`src/rtl/tt_mux_pkg.sv`:
```
// tt_mux_pkg: shared types and constants for the slot controller.
// Contents: controller state enum, input-word bit positions,
//           counter width helper sized for the longer of the two intervals.
package tt_mux_pkg;

    typedef enum logic [1:0] {IDLE, GUARD, PRST, RUN} state_e;

    localparam int IW_CLK_BIT  = 0;
    localparam int IW_RSTN_BIT = 1;

    function automatic int cnt_w(input int guard_cycles, input int rst_cycles);
        return $clog2((guard_cycles > rst_cycles ? guard_cycles : rst_cycles) + 1);
    endfunction

endpackage

```
`src/rtl/tt_mux_ow_sel.sv`:
```
// tt_mux_ow_sel: NUM_PROJ:1 output-word mux with a zero-force input.
// Ports:
//   ow_proj  in   flattened project outputs, slot i at [i*OW_W +: OW_W]
//   sel      in   slot index to forward
//   zero     in   force the output word to 0
//   ow       out  selected (or zeroed) output word
module tt_mux_ow_sel #(
    parameter int NUM_PROJ = 8,
    parameter int OW_W     = 24,
    parameter int SEL_W    = $clog2(NUM_PROJ)
) (
    input  logic [NUM_PROJ*OW_W-1:0] ow_proj,
    input  logic [SEL_W-1:0]         sel,
    input  logic                     zero,
    output logic [OW_W-1:0]          ow
);

    assign ow = zero ? '0 : ow_proj[sel*OW_W +: OW_W];

endmodule

```
`src/rtl/tt_mux_slot_ctrl.sv`:
```
// tt_mux_slot_ctrl: multi-project slot controller for the shared-pad multiplexer.
// On every accepted select it runs a guard interval (all ena low), then holds the
// new project in reset, then lets it run; only the running project reaches the pads.
// Ports:
//   clk, rst            clock, asynchronous active-high reset
//   sel_valid/sel_ready select request handshake, sel_addr = requested slot
//   sel_err             one-cycle pulse when an out-of-range slot is rejected
//   iw_pad / iw_proj    pad input word / word broadcast to all projects
//   ow_proj / ow_pad    flattened project outputs / word returned to the pads
//   ena                 one-hot (or zero) project enable
//   cur_sel             last accepted slot, active = running
// Option: define TT_MUX_OUT_REG_EN to register ow_pad (one cycle of latency).
module tt_mux_slot_ctrl
    import tt_mux_pkg::*;
#(
    parameter int NUM_PROJ     = 8,
    parameter int IW_W         = 18,
    parameter int OW_W         = 24,
    parameter int GUARD_CYCLES = 4,
    parameter int RST_CYCLES   = 8,
    parameter int SEL_W        = $clog2(NUM_PROJ)
) (
    input  logic                     clk,
    input  logic                     rst,
    input  logic                     sel_valid,
    output logic                     sel_ready,
    input  logic [SEL_W-1:0]         sel_addr,
    output logic                     sel_err,
    input  logic [IW_W-1:0]          iw_pad,
    output logic [IW_W-1:0]          iw_proj,
    input  logic [NUM_PROJ*OW_W-1:0] ow_proj,
    output logic [OW_W-1:0]          ow_pad,
    output logic [NUM_PROJ-1:0]      ena,
    output logic [SEL_W-1:0]         cur_sel,
    output logic                     active
);

    localparam int CW = cnt_w(GUARD_CYCLES, RST_CYCLES);

    state_e           state_q, state_d;
    logic [CW-1:0]    cnt_q, cnt_d;
    logic [SEL_W-1:0] cur_sel_q, cur_sel_d;
    logic             sel_err_q, sel_err_d;
    logic             take, in_range, ow_zero;
    logic [OW_W-1:0]  ow_mux;

    // Widened by one bit so the range check stays meaningful for power-of-2 NUM_PROJ.
    assign in_range = {1'b0, sel_addr} < (SEL_W+1)'(NUM_PROJ);
    assign take     = sel_valid && sel_ready;

    always_comb begin
        state_d   = state_q;
        cnt_d     = cnt_q;
        cur_sel_d = cur_sel_q;
        sel_err_d = 1'b0;
        if (take) begin
            if (in_range) begin
                state_d   = GUARD;
                cnt_d     = CW'(GUARD_CYCLES - 1);
                cur_sel_d = sel_addr;
            end else begin
                sel_err_d = 1'b1;
            end
        end else if (state_q == GUARD || state_q == PRST) begin
            if (cnt_q != '0) begin
                cnt_d = cnt_q - 1'b1;
            end else if (state_q == GUARD) begin
                state_d = PRST;
                cnt_d   = CW'(RST_CYCLES - 1);
            end else begin
                state_d = RUN;
            end
        end
    end

    always_ff @(posedge clk or posedge rst) begin
        if (rst) begin
            state_q   <= IDLE;
            cnt_q     <= '0;
            cur_sel_q <= '0;
            sel_err_q <= 1'b0;
        end else begin
            state_q   <= state_d;
            cnt_q     <= cnt_d;
            cur_sel_q <= cur_sel_d;
            sel_err_q <= sel_err_d;
        end
    end

    assign sel_ready = state_q == IDLE || state_q == RUN;
    assign active    = state_q == RUN;
    assign sel_err   = sel_err_q;
    assign cur_sel   = cur_sel_q;
    // ena derives from registered state, so it drops on the accept edge and resets asynchronously.
    assign ena       = (state_q == PRST || state_q == RUN) ? NUM_PROJ'(1) << cur_sel_q : '0;
    assign iw_proj   = state_q == RUN  ? iw_pad :
                       state_q == PRST ? iw_pad & ~(IW_W'(1) << IW_RSTN_BIT) : '0;

    tt_mux_ow_sel #(
        .NUM_PROJ (NUM_PROJ),
        .OW_W     (OW_W),
        .SEL_W    (SEL_W)
    ) u_ow_sel (
        .ow_proj (ow_proj),
        .sel     (cur_sel_q),
        .zero    (ow_zero),
        .ow      (ow_mux)
    );

`ifdef TT_MUX_OUT_REG_EN
    logic [OW_W-1:0] ow_q;

    // Zeroing on the next state clears the pads on the same edge RUN is left.
    assign ow_zero = state_d != RUN;

    always_ff @(posedge clk or posedge rst) begin
        if (rst) ow_q <= '0;
        else     ow_q <= ow_mux;
    end

    assign ow_pad = ow_q;
`else
    assign ow_zero = state_q != RUN;
    assign ow_pad  = ow_mux;
`endif

endmodule

```
`config.mk`:
```
export PLATFORM = sky130hd
export DESIGN_NAME = tt_mux_slot_ctrl
export DESIGN_NICKNAME = d
export VERILOG_FILES = /design/src/rtl/tt_mux_pkg.sv /design/src/rtl/tt_mux_ow_sel.sv /design/src/rtl/tt_mux_slot_ctrl.sv
export SDC_FILE = /design/constraint.sdc
export NUM_CORES = 1
export LEC_CHECK = 0
export ABC_AREA = 1
export BUFFER_PORTS_ARGS = -buffer_cell sky130_fd_sc_hd__buf_2
export CORE_ASPECT_RATIO = 1.75
export CORE_MARGIN = 10
export CORE_UTILIZATION = 30
export CTS_BUF_LIST = sky130_fd_sc_hd__clkbuf_8
export CTS_CLUSTER_DIAMETER = 150
export DETAILED_ROUTE_END_ITERATION = 7
export PLACE_DENSITY = 0.8
export SLEW_MARGIN = 20
export SYNTH_ARGS = -nofsm -noshare
export SYNTH_HDL_FRONTEND = slang
export SYNTH_SLANG_ARGS = --single-unit
```
`constraint.sdc`:
```
create_clock -name clk -period 1.5 [get_ports clk]
set_input_delay 0.225 -clock clk [delete_from_list [all_inputs] [get_ports clk]]
set_output_delay 0.225 -clock clk [all_outputs]
set_load 0.005 [all_outputs]
```
* Word level (Yosys, flattened, before mapping)
Cells that the tools add are included.
** Storage, ports and cells
- Flip-flop bits (word level) :: 9
- Logic and storage cells :: 34
** Operators by class
- $add $sub $neg :: 1
- $mul :: 1
- Equal/unequal tests :: 5
- Shift-type cells :: 2
- Multiplexer cells :: 12
- Reduce and logical (&&, ||, !) cells :: 10
** Operators with widths (count)
- $shiftx A192 B9 Y24 :: 1
- $mux W18 :: 2
- $mux W24 :: 1
- $mux W4 :: 4
- $mux W8 :: 1
- $shl A1 B3 Y8 const A :: 1
- $mux W2 :: 3
- $mul A3 B2 Y5 const B :: 1
- $eq A2 B2 Y1 const B :: 2
- $ne A2 B2 Y1 const B :: 2
- $reduce_and A2 Y1 :: 2
- $reduce_bool A4 Y1 :: 1
- $sub A4 B1 Y4 const B :: 1
- $logic_or A1 B1 Y1 :: 3
- $reduce_bool A3 Y1 :: 1
- $eq A2 B1 Y1 const B :: 1
- $logic_not A2 Y1 :: 1
- $reduce_bool A2 Y1 :: 1
- $logic_and A1 B1 Y1 :: 1
- $mux W1 :: 1

* Longest topological paths before layout
Gate-level depths: netlist of run 1.
- Word-level depth :: 5
- Depth in mapped cells :: 10
- Depth with buffers taken out :: 7

* Cells and area by module
From an unflattened synthesis of run 1, not the netlist that was laid out.
** Unflattened totals
- Cell total of the unflattened synthesis :: 764
- Area, all modules :: 3368.2 um^2
** By module, submodules not included
- tt_mux_ow_sel :: times used 1, cells an instance 641, area an instance 2633.8 um^2
- tt_mux_slot_ctrl :: times used 1, cells an instance 123, area an instance 734.5 um^2

* Worst setup path after synthesis of run 1
No wires, ideal clock.
- Kind :: reg-to-output
- Start :: register state_q[0]
- End :: output port iw_proj[10]
- Arrival time :: 1.314 ns
- Slack :: -0.039 ns
- Stages on the path, launching flop included :: 6
- Buffers on the path :: 2
- Path through :: dfrtp_1 > ha_1 > clkbuf_1 > nor2_2 > buf_2 > nor2_1
** Between the ends
- Elaborated cells between the ends (all ways) :: 4
- Classes of those cells :: eq/ne (2); mux (2)
** RTL lines
- from (decl) :: line tt_mux_slot_ctrl.sv:40 : state_e state_q, state_d;
- from (signal assigned) :: line tt_mux_slot_ctrl.sv:83 : state_q <= state_d;
- $eq A2 B2 Y1
- via active :: line tt_mux_slot_ctrl.sv:35 : output logic active
- $mux W18 :: line tt_mux_slot_ctrl.sv:96 : assign iw_proj = state_q == RUN ? iw_pad :
- to (decl) :: line tt_mux_slot_ctrl.sv:30 : output logic [IW_W-1:0] iw_proj,
The timed path passes the listed nets, and every way through them passes these cells.

* Worst setup path in the final report of run 1
- Start :: register cur_sel_q[0], in the netlist cur_sel[0]
- End :: output port ow_pad[4]
** Between the ends
- Longest elaborated chain between the ends :: 3
** RTL lines
- from (decl) :: line tt_mux_slot_ctrl.sv:42 : logic [SEL_W-1:0] cur_sel_q, cur_sel_d;
- from (signal assigned) :: line tt_mux_slot_ctrl.sv:85 : cur_sel_q <= cur_sel_d;
- $mul A3 B2 Y5 :: line tt_mux_ow_sel.sv:18 : assign ow = zero ? '0 : ow_proj[sel*OW_W +: OW_W];
- $shiftx A192 B9 Y24 :: line tt_mux_ow_sel.sv:18
- $mux W24 :: line tt_mux_ow_sel.sv:18
- to (decl) :: line tt_mux_slot_ctrl.sv:32 : output logic [OW_W-1:0] ow_pad,
No other way between the ends.

==> metrics, run 1 <==
CTS Buf Count 3; hold depth 3; worst skew pair latency 0.24 ns; hold endpoint cur_sel[2]; Post-Synth Adder-Cell Area around 1.9%; Post-synth top flop dfrtp_1; fmax 543.6 MHz; final hold viol count 0; unrepaired setup endpoints after global routing yes; number of I/O pins around 270; largest cells by area after synthesis nand2_1 48%, nor2_1 11%, nand3_1 9.0%, dfrtp_1 8.4%, inv_1 4.3%; WP data arrival ~1.6 ns; number of synthesized flops with an enable pin 0; clk_skew 0.004156 ns; die span in y between 100 and 150 um; H-tree levels 1; Post-Place Cells 970; final instance area a little over 5000 sq um; CTS clock-pin slew for the worst setup and hold paths roughly 0.04 ns; area growth from synthesis to layout 92.10%; status complete, but fails checks; worst hold start sel_addr[2]; grt ovf 0; area leader, netlist nand2_1; layout cells sized above 1 47.95%; FFs w/ async S/R, synth between 90% and 100%; Startpoint Class flip-flop; Commonest cells post-synth 345 x nand2_1, 76 x nor2_1, 48 x nand3_1; critical path required time about 1.3 ns; # diodes 0; post-synthesis simple-gate area fraction roughly 73%; vias in the first global route between 4k and 5k; worst vdd ir 1.125 mV; distinct cell type count after synthesis 28; xor/xnor share of the synthesized area less than 1%; Setup violations, final 49; Crit Reg-Reg Startpoint state_q[0]; DR vias 4725; Tot GR Track Use 21.81%; Antenna Violating Nets Remaining 0; multiplexer share of the synthesized area 0%; main combinational cell family by area after synthesis simple AND/OR/NAND/NOR gates; Layout Cells excl Fill between 900 and 1k; Vias/cell about 4.7; wire per inst 16.65 um; CTS tree yes; violated checks setup timing; synth warn 0; Compound-Gate Fraction of Synth Area ~2.5%; number of clock sinks 9; max-slew violation count 0; min Tclk post-route between 1.5 and 2 ns; max-cap viol count 0; slowest stage delay, CP 0.43 ns; FF-to-FF setup slack between 0.1 and 0.15 ns; final worst-path setup slack -0.3396 ns; largest net degree at the start of global routing 25; highest-delay cell along the critical path dfrtp_2; Total Wirelength 16.57 mm; min-delay worst type input pin to flip-flop; P_leak 3.166 nW; area share of the largest cell type after synthesis around half; first-pass GRT wire length between 20 and 25 mm; initial DRC count 215; DPL Wire Length 12.58 mm; top-count cell post-synth nand2_1; Reg-to-Reg End cnt_q[1]; Layout Utilization around three fifths; power density over the cells between 1500 and 2000 nW/um^2; total core area 8671 sq um; Remaining DRCs 0; Setup TNS Final -11.56 ns; Syn Area/Cell roughly 4.6 sq um; post-synthesis register bit count 9; Net count, final between 1k and 1.5k; initial antenna violation count 0; GP Congestion 0.9772; worst-path fanout max 8; Filler cells slightly below 900; initial core utilization a little under a third; die footprint between 10000 and 15000 sq um; clk buf depth 2; root buffer cell clkbuf_8; period utilisation layout 122.6%; crit end category primary output; sequential share of the synthesized area approximately 8.4%; synthesized instance count 581; Syn Nets approximately 800; crit path cell chain buf_12, clkinv_16, buf_12, buf_6, nand2_2, nand2_2, nand2_2, nand3_2, nand2_1, nor2_1, buf_2; synthesized area between 2000 and 3000 sq um; Core Rows 45; dpl cell area about 4300 sq um; most used cell along the critical path nand2_2; Die Width about 91 um; worst hold margin roughly 0.21 ns; Detailed Routing Iterations Pass 1 4; crit path kind flip-flop to primary output; worst reg2reg path depth 7; IO buf count between 200 and 300
## worst max-delay path, delay by kind of cell, from the launching register on
kind                   cells  cell delay, ns
AND/OR/NAND/NOR            6            0.35
flip-flops                 1            0.43
buffers and inverters      5            0.58
## registers in the layout (all words and copies together), names as in the netlist
signal / count
cnt_q: 4
cur_sel: 3
state_q: 2
## routing by layer
metal | global-route usage (%) | wire length, um
met2 | 39.54 | 8710
met3 | 4.177 | 1185
met5 | 0 | 0
met4 | 5.276 | 548
met1 | 25.08 | 6120
## metrics by stage
step | setup slack (ns) | power [mW]
global placement | -0.09274 | 6.724
detailed placement | -0.1203 | 6.786
finish | -0.3396 | 9.173
global route | -0.4073 | 9.965
floorplan | -0.008538 | 4.403
CTS | -0.3538 | 8.131
## where the power goes
part           internal [mW]  switching (mW)
combinational           3.88            4.49
sequential             0.378           0.142
clock                  0.179           0.109
## final cells by class
type	instances	area, sq um	share of cell area [%]
repair inverters	1	11.26	0.2191
flip-flops and latches	9	230.2	4.480
clock inverters	1	3.754	0.07305
clock buffers	3	41.29	0.8035
repair buffers	326	2188	42.59
well taps	117	146.4	2.849
inverters	35	165.2	3.214
multi-input cells	503	2352	45.78
## kinds of logic (layout without fill, tap and decap cells)
kind of cell             after synthesis  count (layout)
AND/OR/NAND/NOR                      484             484
XOR/XNOR                               1               1
buffers and inverters                 69             366
flip-flops                             9               9
adder cells (fa/ha/maj)                4               4
AO/OA/AOI/OAI                         13              13
other                                  1               1
## how the worst max path moves through the flow
stage	slack, ns	cells past startpoint	start	endpoint
2_1_floorplan	-0.009	5	state_q[0]	ow_pad[14]
3_3_place_gp	-0.09	8	cur_sel[0]	ow_pad[21]
3_5_place_dp	-0.12	8	cur_sel[0]	ow_pad[0]
4_1_cts	-0.35	11	cur_sel[0]	ow_pad[4]
5_1_grt	-0.41	11	cur_sel[0]	ow_pad[4]
6_report	-0.34	11	cur_sel[0]	ow_pad[4]
## repair_timing
action,in CTS,in global routing
hold buffers,1,0
resized for setup,38,83
setup endpoints to repair,51,57
pin swaps,6,28
endpoints found under the hold margin,9,0
gates cloned,5,9
buffers inserted,7,3
## placed cells by master (no fill, tap or decap)
master,count
dfrtp_1,5
nor2_2,13
a31oi_1,1
nand3_2,10
nand2_2,40
o21ai_0,9
nand3_4,1
nor2_8,2
ha_1,2
buf_2,269
nand4_1,1
inv_1,27
nor2_1,60
inv_2,5
conb_1,1
buf_6,9
buf_12,17
nand2_4,7
clkinv_16,1
ha_4,2
a21oi_1,1
clkbuf_16,9
clkbuf_8,3
nand3_1,37
nor2_4,5
o21ai_1,1
xor2_1,1
clkinv_1,1
inv_6,1
dfrtp_2,4
o22ai_1,1
inv_8,1
buf_8,1
buf_4,20
inv_4,1
dlygate4sd3_1,1
nand2_1,308
No activity file was read; power rests on OpenSTA's default activity.
==> run 2: changes to the inputs <==
Settings changed: CTS_BUF_LIST sky130_fd_sc_hd__clkbuf_8 to sky130_fd_sc_hd__clkbuf_4.
==> metrics, run 2 (same netlist as run 1, synthesis figures left out) <==
Layout Utilization 59.12% (-0.14 points); clk_skew 0.007129 ns (+0.002973 ns); Crit Reg-Reg Startpoint state_q[0]; grt ovf 0 (unchanged); CTS Buf Count 3 (unchanged); Die Width 91.38 um (unchanged); root buffer cell clkbuf_4; initial core utilization 30.85% (unchanged); GP Congestion 0.9772 (unchanged); violated checks setup timing; Biggest register cnt_q; commonest non-fill, non-tap cell in the layout nand2_1; WP data arrival 1.66 ns (+0.05 ns); min Tclk post-route 1.882 ns (+0.04196 ns); Remaining DRCs 0 (unchanged); P_leak 3.157 nW (-0.29%); unrepaired setup endpoints after global routing yes; max-slew violation count 0 (unchanged); max reg flops 4 (unchanged); period utilisation layout 125.4% (+2.8 points); max-cap viol count 0 (unchanged); layout cells sized above 1 48.18% (+0.23 points); initial antenna violation count 1 (+1); final instance area 5126 sq um (-0.24%); CTS tree yes; vias in the first global route 4397 (+0.32%); die span in y 144.9 um (unchanged); Filler cells 881 (+1.0%); total core area 8671 sq um (unchanged); worst-path fanout max 8 (unchanged); number of clock sinks 9 (unchanged); Total Wirelength 16.61 mm (+0.27%); area growth from synthesis to layout 91.63%; worst hold start sel_addr[2]; Layout Cells excl Fill 996 (+0.10%); Antenna Violating Nets Remaining 0 (unchanged); worst reg2reg path depth 7 (unchanged); Reg-to-Reg End cnt_q[1]; most frequent cells in the layout 308 x nand2_1, 269 x buf_2, 60 x nor2_1; Detailed Routing Iterations Pass 1 5 (+1); Post-Place Cells 970 (unchanged); Startpoint Class flip-flop; H-tree levels 1 (unchanged); first-pass GRT wire length 23.83 mm (-0.35%); final hold viol count 0 (unchanged); crit end category primary output; Setup TNS Final -13.73 ns (-2.175 ns); Vias/cell 4.762 (+0.28%); Tot GR Track Use 21.68% (-0.13 points); Net count, final 1099 (unchanged); status complete, but fails checks; pre-CTS setup slack -0.1203 ns (unchanged); DPL Wire Length 12.58 mm (unchanged); power density over the cells 1782 nW/um^2 (-0.18%); critical path required time 1.27 ns (about the same); wire per inst 16.68 um (+0.17%); worst hold margin 0.1692 ns (-0.03881 ns); CTS clock-pin slew for the worst setup and hold paths 0.06 ns (+0.02 ns); IO buf count 270 (unchanged); crit path kind flip-flop to primary output; Setup violations, final 50 (+2.0%); worst skew pair latency 0.28 ns (+0.04 ns); FF-to-FF setup slack 0.12 ns (about the same); DR vias 4743 (+0.38%); initial DRC count 243 (+13%); final worst-path setup slack -0.3816 ns (-0.04196 ns); die footprint 13240 sq um (unchanged); hold depth 3 (unchanged); clk buf depth 2 (unchanged); number of I/O pins 272 (unchanged); Core Rows 45 (unchanged); min-delay worst type input pin to flip-flop; worst vdd ir 1.157 mV (+2.9%); Final Power 9.134 mW (-0.43%); hold endpoint cur_sel[2]; fmax 531.5 MHz (-2.2%); dpl cell area 4343 sq um (unchanged); largest net degree at the start of global routing 25 (unchanged)
[run 2: cell types whose count changed in the layout (fill, tap and decap cells not counted), sizes merged]
cell,delta
diode,+1
inv,-1
clkbuf,+1
[run 2: timing repair]
| action | CTS | global route |
|---|---|---|
| resized for setup | 38 | 84 |
| endpoints found under the setup margin | 53 | 58 |
| buffers inserted | 7 | 3 |
| endpoints found under the hold margin | 9 | 0 |
| hold buffers | 1 | 0 |
| pin swaps | 6 | 29 |
| gates cloned | 5 | 9 |
[run 2: how the worst max path moves through the flow]
stage,start,to,slack (ns)
after floorplan,state_q[0],ow_pad[14],-0.009
after global placement,cur_sel[0],ow_pad[21],-0.09
after detailed placement,cur_sel[0],ow_pad[0],-0.12
after CTS,cur_sel[0],ow_pad[4],-0.39
after global routing,cur_sel[0],ow_pad[3],-0.45
final,cur_sel[0],ow_pad[4],-0.38
[run 2: where the power goes]
group	internal, mW	switching [mW]	total (mW)
clock network	0.122	0.104	0.226
registers	0.377	0.140	0.517
logic	3.88	4.51	8.39
[run 2: final cells by class]
type | count | area, sq um | area share, %
clock buffers | 4 | 30.03 | 0.5858
well taps | 117 | 146.4 | 2.856
repair buffers | 326 | 2188 | 42.69
multi-input cells | 503 | 2352 | 45.89
inverters | 35 | 165.2 | 3.222
diodes | 1 | 2.502 | 0.04882
repair inverters | 1 | 11.26 | 0.2197
flip-flops and latches | 9 | 230.2 | 4.491
[run 2: layer usage]
| metal | up-vias | part of all wire (%) | GRT usage (%) |
|---|---|---|---|
| met4 | 0 | 4.0 | 6.378 |
| met3 | 51 | 8.3 | 4.074 |
| met2 | 274 | 52 | 38.76 |
| li1 | 2343 | - | - |
| met5 | - | 0 | 0 |
| met1 | 2075 | 36 | 25.02 |
[run 2: worst max-delay path: stages, from the launching register on]
cell	delay [ns]
dfrtp_2	0.44
buf_12	0.16
clkinv_16	0.06
buf_12	0.12
buf_6	0.10
nand2_2	0.04
nand2_2	0.05
nand2_2	0.05
nand3_2	0.06
nand2_1	0.05
nor2_1	0.10
buf_2	0.13
